===== src/rtl/div_unit.sv =====
// div_unit: iterative radix-2 restoring divider for RV32M
// DIV/DIVU/REM/REMU, one operation in flight, result to rd write port.
module div_unit #(
  parameter int XLEN = 32
) (
  input  logic            i_clk,
  input  logic            i_reset,
  input  logic            i_start,
  input  logic            i_flush,
  input  logic [1:0]      i_op,
  input  logic [XLEN-1:0] i_rs1_data,
  input  logic [XLEN-1:0] i_rs2_data,
  input  logic [4:0]      i_rd_addr,
  output logic            o_busy,
  output logic            o_rd_wren,
  output logic [4:0]      o_rd_addr,
  output logic [XLEN-1:0] o_rd_data
);

  localparam int CW = $clog2(XLEN);

  typedef enum logic [1:0] {
    S_IDLE,
    S_CALC,
    S_FIX,
    S_DONE
  } state_t;

  state_t          r_state;
  logic [XLEN-1:0] r_quo;
  logic [XLEN-1:0] r_rem;
  logic [XLEN-1:0] r_div;
  logic [CW-1:0]   r_cnt;
  logic            r_is_rem;
  logic            r_sa;
  logic            r_sb;
  logic [4:0]      r_addr;
  logic            r_wren;
  logic [4:0]      r_out_addr;
  logic [XLEN-1:0] r_out_data;

  logic            w_neg_a;
  logic            w_neg_b;
  logic [XLEN-1:0] w_mag_a;
  logic [XLEN-1:0] w_mag_b;
  logic            w_div0;
  logic            w_ovf;
  logic [XLEN-1:0] w_spec;
  logic [XLEN:0]   w_shift;
  logic            w_ge;
  logic [XLEN-1:0] w_sub;
  logic [XLEN-1:0] w_quo_fix;
  logic [XLEN-1:0] w_rem_fix;
  logic [XLEN-1:0] w_result;

  assign w_neg_a = ~i_op[0] & i_rs1_data[XLEN-1];
  assign w_neg_b = ~i_op[0] & i_rs2_data[XLEN-1];
  assign w_mag_a = w_neg_a ? -i_rs1_data : i_rs1_data;
  assign w_mag_b = w_neg_b ? -i_rs2_data : i_rs2_data;

  assign w_div0 = (i_rs2_data == '0);
  assign w_ovf  = ~i_op[0]
                & (i_rs1_data == {1'b1, {(XLEN-1){1'b0}}})
                & (&i_rs2_data);

  // Result for divide-by-zero and signed overflow, no iteration needed
  always_comb begin
    w_spec = '0;
    if (w_div0)
      w_spec = i_op[1] ? i_rs1_data : '1;
    else if (w_ovf)
      w_spec = i_op[1] ? '0 : i_rs1_data;
  end

  // Partial remainder widened by one bit so the compare never overflows
  assign w_shift = {r_rem, r_quo[XLEN-1]};
  assign w_ge    = (w_shift >= {1'b0, r_div});
  assign w_sub   = w_shift[XLEN-1:0] - r_div;

  assign w_quo_fix = (r_sa ^ r_sb) ? -r_quo : r_quo;
  assign w_rem_fix = r_sa ? -r_rem : r_rem;
  assign w_result  = r_is_rem ? w_rem_fix : w_quo_fix;

  assign o_busy    = (r_state != S_IDLE);
  assign o_rd_wren = r_wren;
  assign o_rd_addr = r_out_addr;
  assign o_rd_data = r_out_data;

  // Divider FSM: capture, iterate, sign-fix, write strobe
  always_ff @(posedge i_clk) begin
    if (i_reset) begin
      r_state    <= S_IDLE;
      r_quo      <= '0;
      r_rem      <= '0;
      r_div      <= '0;
      r_cnt      <= '0;
      r_is_rem   <= 1'b0;
      r_sa       <= 1'b0;
      r_sb       <= 1'b0;
      r_addr     <= '0;
      r_wren     <= 1'b0;
      r_out_addr <= '0;
      r_out_data <= '0;
    end else if (i_flush) begin
      r_state <= S_IDLE;
      r_wren  <= 1'b0;
    end else begin
      unique case (r_state)
        S_IDLE: begin
          r_wren <= 1'b0;
          if (i_start) begin
            r_is_rem <= i_op[1];
            r_addr   <= i_rd_addr;
            if (w_div0 || w_ovf) begin
              r_quo   <= w_spec;
              r_rem   <= w_spec;
              r_sa    <= 1'b0;
              r_sb    <= 1'b0;
              r_state <= S_FIX;
            end else begin
              r_quo   <= w_mag_a;
              r_rem   <= '0;
              r_div   <= w_mag_b;
              r_sa    <= w_neg_a;
              r_sb    <= w_neg_b;
              r_cnt   <= '0;
              r_state <= S_CALC;
            end
          end
        end
        S_CALC: begin
          r_quo <= {r_quo[XLEN-2:0], w_ge};
          r_rem <= w_ge ? w_sub : w_shift[XLEN-1:0];
          r_cnt <= r_cnt + CW'(1);
          if (r_cnt == CW'(XLEN-1))
            r_state <= S_FIX;
        end
        S_FIX: begin
          r_out_data <= w_result;
          r_out_addr <= r_addr;
          r_wren     <= 1'b1;
          r_state    <= S_DONE;
        end
        S_DONE: begin
          r_wren  <= 1'b0;
          r_state <= S_IDLE;
        end
        default: r_state <= S_IDLE;
      endcase
    end
  end

endmodule


===== config.mk =====
export PLATFORM = sky130hd
export DESIGN_NAME = div_unit
export DESIGN_NICKNAME = d
export VERILOG_FILES = /design/src/rtl/div_unit.sv
export SDC_FILE = /design/constraint.sdc
export NUM_CORES = 1
export LEC_CHECK = 0
export ABC_AREA = 1
export CORE_MARGIN = 4
export CORE_UTILIZATION = 25
export CTS_CLUSTER_DIAMETER = 40
export DETAILED_ROUTE_END_ITERATION = 10
export PLACE_DENSITY = 0.5
export SYNTH_ARGS = -nofsm -noshare
export SYNTH_HDL_FRONTEND = slang
export SYNTH_SLANG_ARGS = --single-unit

===== constraint.sdc =====
create_clock -name i_clk -period 3.61 [get_ports i_clk]
set_clock_uncertainty 0.2 [all_clocks]
set_input_delay 1.083 -clock i_clk [delete_from_list [all_inputs] [get_ports i_clk]]
set_output_delay 1.083 -clock i_clk [all_outputs]
set_load 0.05 [all_outputs]

# Word level (Yosys, flattened, before mapping)
# Index checks and enable logic that the tools add are counted.
# W data, S select, Z words.
dict set report word_totals {
  regBits 149
  word_cells 76
  input_bits 75
}
dict set report op_classes {
  order_cmp 1
  add_sub_neg 6
  n_eq_ne 8
  n_reduce_logical 15
  bitwise 8
  muxes 26
}
# operator n
set ops {}
lappend ops {{$mux W32} 14}
lappend ops {{$neg A32 Y32} 4}
lappend ops {{$pmux W32 S2} 2}
lappend ops {{$ge A33 B32 Y1} 1}
lappend ops {{$eq A32 B32 Y1 const B} 1}
lappend ops {{$logic_not A32 Y1} 1}
lappend ops {{$reduce_and A32 Y1} 1}
lappend ops {{$sub A32 B32 Y32} 1}
lappend ops {{$mux W5} 2}
lappend ops {{$pmux W5 S2} 1}
lappend ops {{$pmux W2 S4} 1}
lappend ops {{$reduce_and A4 Y1} 2}
lappend ops {{$mux W2} 3}
lappend ops {{$ne A2 B2 Y1 const B} 3}
lappend ops {{$reduce_and A3 Y1} 2}
lappend ops {{$reduce_bool A2 Y1} 3}
lappend ops {{$add A5 B1 Y5 const B} 1}
lappend ops {{$eq A5 B5 Y1 const B} 1}
lappend ops {{$and A1 B1 Y1} 4}
lappend ops {{$eq A2 B2 Y1 const B} 2}
lappend ops {{$reduce_and A2 Y1} 2}
lappend ops {{$reduce_or A2 Y1} 2}
lappend ops {{$not A1 Y1} 3}
lappend ops {{$eq A2 B1 Y1 const B} 1}
lappend ops {{5 further kinds} 6}

# Logic depth before layout (Yosys ltp)
dict set report depth {
  depth_word 8
  mapped_depth 18
}

# Worst setup path after synthesis
# No wires, ideal clock.
dict set report synth_timing {
  kind {input to register}
  from {input port i_rs1_data[1]}
  to {register r_div[23]}
  setup_ps 66
  t_required_ps 3344
  arrival_ps 2605
  path_slack_ps 739
  path_buffers 3
  path_stages 15
  path_cell_list {inv_1 ha_1 nand3_2 nor2_4 nand4_2 nor2_1 nand2_1 nand2_2 buf_6 nor2_2 buf_6 buf_6 nand2_1 nand2_1 a21oi_2}
}
dict set report synth_between {
  elab_chain_len 6
}
# item line_no
set synth_rtl {}
lappend synth_rtl {{start, declared} 11} ;# input logic [XLEN-1:0] i_rs1_data,
lappend synth_rtl {{$eq A32 B32 Y1} 63} ;# & (i_rs1_data == {1'b1, {(XLEN-1){1'b0}}})
lappend synth_rtl {{$and A1 B1 Y1} 63}
lappend synth_rtl {{$and A1 B1 Y1} 64} ;# & (&i_rs2_data);
lappend synth_rtl {{$logic_or A1 B1 Y1} 114} ;# if (w_div0 || w_ovf) begin
lappend synth_rtl {{$not A1 Y1 (no source line)} n/a}
lappend synth_rtl {{$reduce_and A4 Y1 (no source line)} n/a}
lappend synth_rtl {{end signal, assigned} 123} ;# r_div <= w_mag_b;
lappend synth_rtl {{end, declared} 32} ;# logic [XLEN-1:0] r_div;
# Every way passes these cells.
# A chain may end at the register's enable or synchronous reset.

# Worst setup path after layout
dict set report layout_timing {
  from {register r_state[0]}
  to {output port o_busy}
}
dict set report layout_between {
  elab_chain_len 1
}
# item line_no
set layout_rtl {}
lappend layout_rtl {{start, declared} 29} ;# state_t r_state;
lappend layout_rtl {{start signal, assigned} 92} ;# r_state <= S_IDLE;
lappend layout_rtl {{start signal, assigned} 105} ;# r_state <= S_IDLE;
lappend layout_rtl {{start signal, assigned} 119} ;# r_state <= S_FIX;
lappend layout_rtl {{$reduce_bool A2 Y1} 84} ;# assign o_busy = (r_state != S_IDLE);
lappend layout_rtl {{end, declared} 14} ;# output logic o_busy,
# Every way passes these cells.

==> run metrics <==
most used flip-flop cell after synthesis dfxtp_1; Setup-failing EPs final 0; Max-cap violations 0; #FFs+latches synth 149; vias in the first global route about 15k; mux cell area share after synthesis 0.000750; ant diodes 0; critical path depth 4; clock latency on the worst-skew pair 0.45 ns; # H-tree levels 4; Initial DRC Count 1700; first-pass GRT wire length 88800 um; cell taking the most area after synthesis dfxtp_1; largest net degree at the start of global routing 61; post-synthesis cell count 2362; most frequent cell after synthesis nand2_1; hpwl dp 47400 um; PwrDens between 300 and 400 mW/mm^2; chip height between 200 and 250 um; postcts setup bufs 0; Post-synth EDFFs 0; Hold Fails Final Rpt 0; hold buffers post-CTS 0; CORE AREA 0.0527 sq mm; Startpoint Class register; Worst Path Arrival 2.20 ns; WL/cell 17.9 um; CTS root buf clkbuf_16; worst slew pin tran 0.992 ns; drt total wl between 50000 and 60000 um; Ports 114; Peak Freq 287 MHz; main combinational cell family by area after synthesis simple AND/OR/NAND/NOR gates; hold depth 2; post-layout util 0.321; sequential cell area fraction in the yosys report 0.224; crit path time final 3.49 ns; ANT nets after route 0; Total GRT Usage 0.199; detailed-route via count 16.0k; worst-path fanout max 5; site row count 84; Post-synth top cells nand2_1, nor2_1, inv_1, o21ai_0, nand3_1; CTS clk-pin slew, worst paths around 0.070 ns; cells on worst reg2reg path 14; Tcrit/Tclk final 0.965; post-synthesis xor/xnor area fraction 0.0407; Synthesis Warnings 0; port bufs 113; vias per inst 4.90; max_slew headroom 0.334; post-CTS resize count 0; leak pwr 8.01 nW; Async SR Flop Fraction 0; slowest CP cell clkdlybuf4s50_1; CTS max path bufs 2; Die Area around 0.057 sq mm; Num CTS Buffers 17; CP Class register to primary output; CTS sink count 149; area grow syn2layout 26.5%; Routability Congestion 0.939; Synth Cell Area 0.0133 sq mm; Initial Util 0.253; first-pass iteration count of the detailed router 8; initial antenna violation count 0; Worst path max stage delay between 0.8 and 0.9 ns; CTS tree done; capturing element type of the critical path primary output; Max IR drop VDD 0.351 mV; Synth Area in Compound Gates 0.182; die span in x roughly 240 um; cell mode on critical path inv_1; placed insts 3240; library cells used by synthesis 48; worst hold path class register to register; grt ovf 0; status finished clean; Synth Area in Adders 0.0418; CP Cell Sequence inv_1 > ha_1 > inv_1 > clkdlybuf4s50_1; Slew Viols, Final 0; top-area cell type share of the netlist area 0.224; CP Buf/Inv Count 3; syn nets 2481; Post-route DRC 0; layout cell share with drive strength beyond 1 0.0960; critical path's top delay family buffers and inverters; Layout Cells excl Fill 3272; Synth Area in Simple Gates 0.387; Worst EP required 2.33 ns; RSZ-0062 raised after global routing false; syn_area_per_cell 5.65 sq um; Pwr Total approximately 0.0065 W; Nets 2690; synth top area cells dfxtp_1, nand2_1, nor2_1
## cells by family (layout without fill, tap and decap cells)
kind of cell,after synthesis,in the layout
AOI/OAI and AO/OA,457,457
xor gates and xnor gates,62,62
adders and majority gates,44,44
buffers and inverters,425,647
DFF,149,149
muxes,1,1
and+or+nand+nor,1224,1224
## area by class of cell
cell class                      instances  area [sq um]
Clock inverter                         13           144
Sequential cell                       149          2980
Clock buffer                           19           453
Inverter                              337          1260
Tap cell                              688           861
Fill cell                            5937         35800
Multi-Input combinational cell       1788          8730
Timing Repair Buffer                  278          2440
## sequential cells by signal (all words and copies together) (netlist names)
name	flops
o_rd_addr	5
o_rd_data	32
o_rd_wren	1
r_addr	5
r_cnt	5
r_div	32
r_is_rem	1
r_quo	32
r_rem	32
r_sa	1
r_sb	1
r_state	2
## routing by layer
layer / track usage / wire length [um]
met4: 0.0689 / 2050
met3: 0.0350 / 4190
met2: 0.305 / 24900
met1: 0.283 / 27500
met5: 0 / 0
## worst min-delay path, delay by kind of cell (launching register included)
family	cells	cell delay, ns
DFF	1	0.30
buffers and inverters	1	0.08
AOI/OAI and AO/OA	1	0.05
## through the flow
step	instance area (sq um)	setup WS (ns)	setup TNS (ns)	hold WS (ns)
2_1_floorplan	13300	0.739	0	0.230
3_3_place_gp	16300	-0.0514	-0.145	0.256
3_5_place_dp	16300	-0.0791	-0.385	0.264
4_1_cts	16900	0.0940	0	0.274
5_1_grt	16900	0.0317	0	0.298
6_report	16900	0.125	0	0.269
## layout by cell type (no fill, tap or decap), types with 4 or more instances in the layout
master,netlist,routed
inv_1,325,324
o21ai_0,221,221
nor2_4,4,6
nand2_1,555,555
a31oi_1,5,5
nor2_1,354,353
nand4_1,39,39
clkbuf_16,0,17
dfxtp_1,149,149
nand4_2,4,4
o21a_1,4,4
or2_2,9,9
nand2_2,7,7
a21oi_1,174,174
nor3_1,26,26
o21ai_1,4,4
nor4_1,4,4
buf_12,0,6
nor2_2,5,4
nand3_1,207,207
clkdlybuf4s50_1,0,112
xor2_1,49,49
o21bai_1,16,16
buf_4,4,159
o31ai_1,7,7
o221ai_1,4,4
xnor2_1,13,13
inv_2,10,12
ha_1,43,42
o211ai_1,11,11
## path summary, 6_finish.rpt
check	from	to	slack, ns
max	r_state[0]	o_busy	0.12
min	r_div[7]	r_div[7]	0.27
max reg2reg	r_rem[19]	r_rem[17]	0.40
min reg2reg	r_div[7]	r_div[7]	0.27
## power breakdown
group	switching, W	leakage, nW	internal [W]
clock network	0.000820	0.289	0.00101
logic	0.00187	6.50	0.000932
registers	0.000154	1.22	0.00176
(Power assumes the default switching activity.)
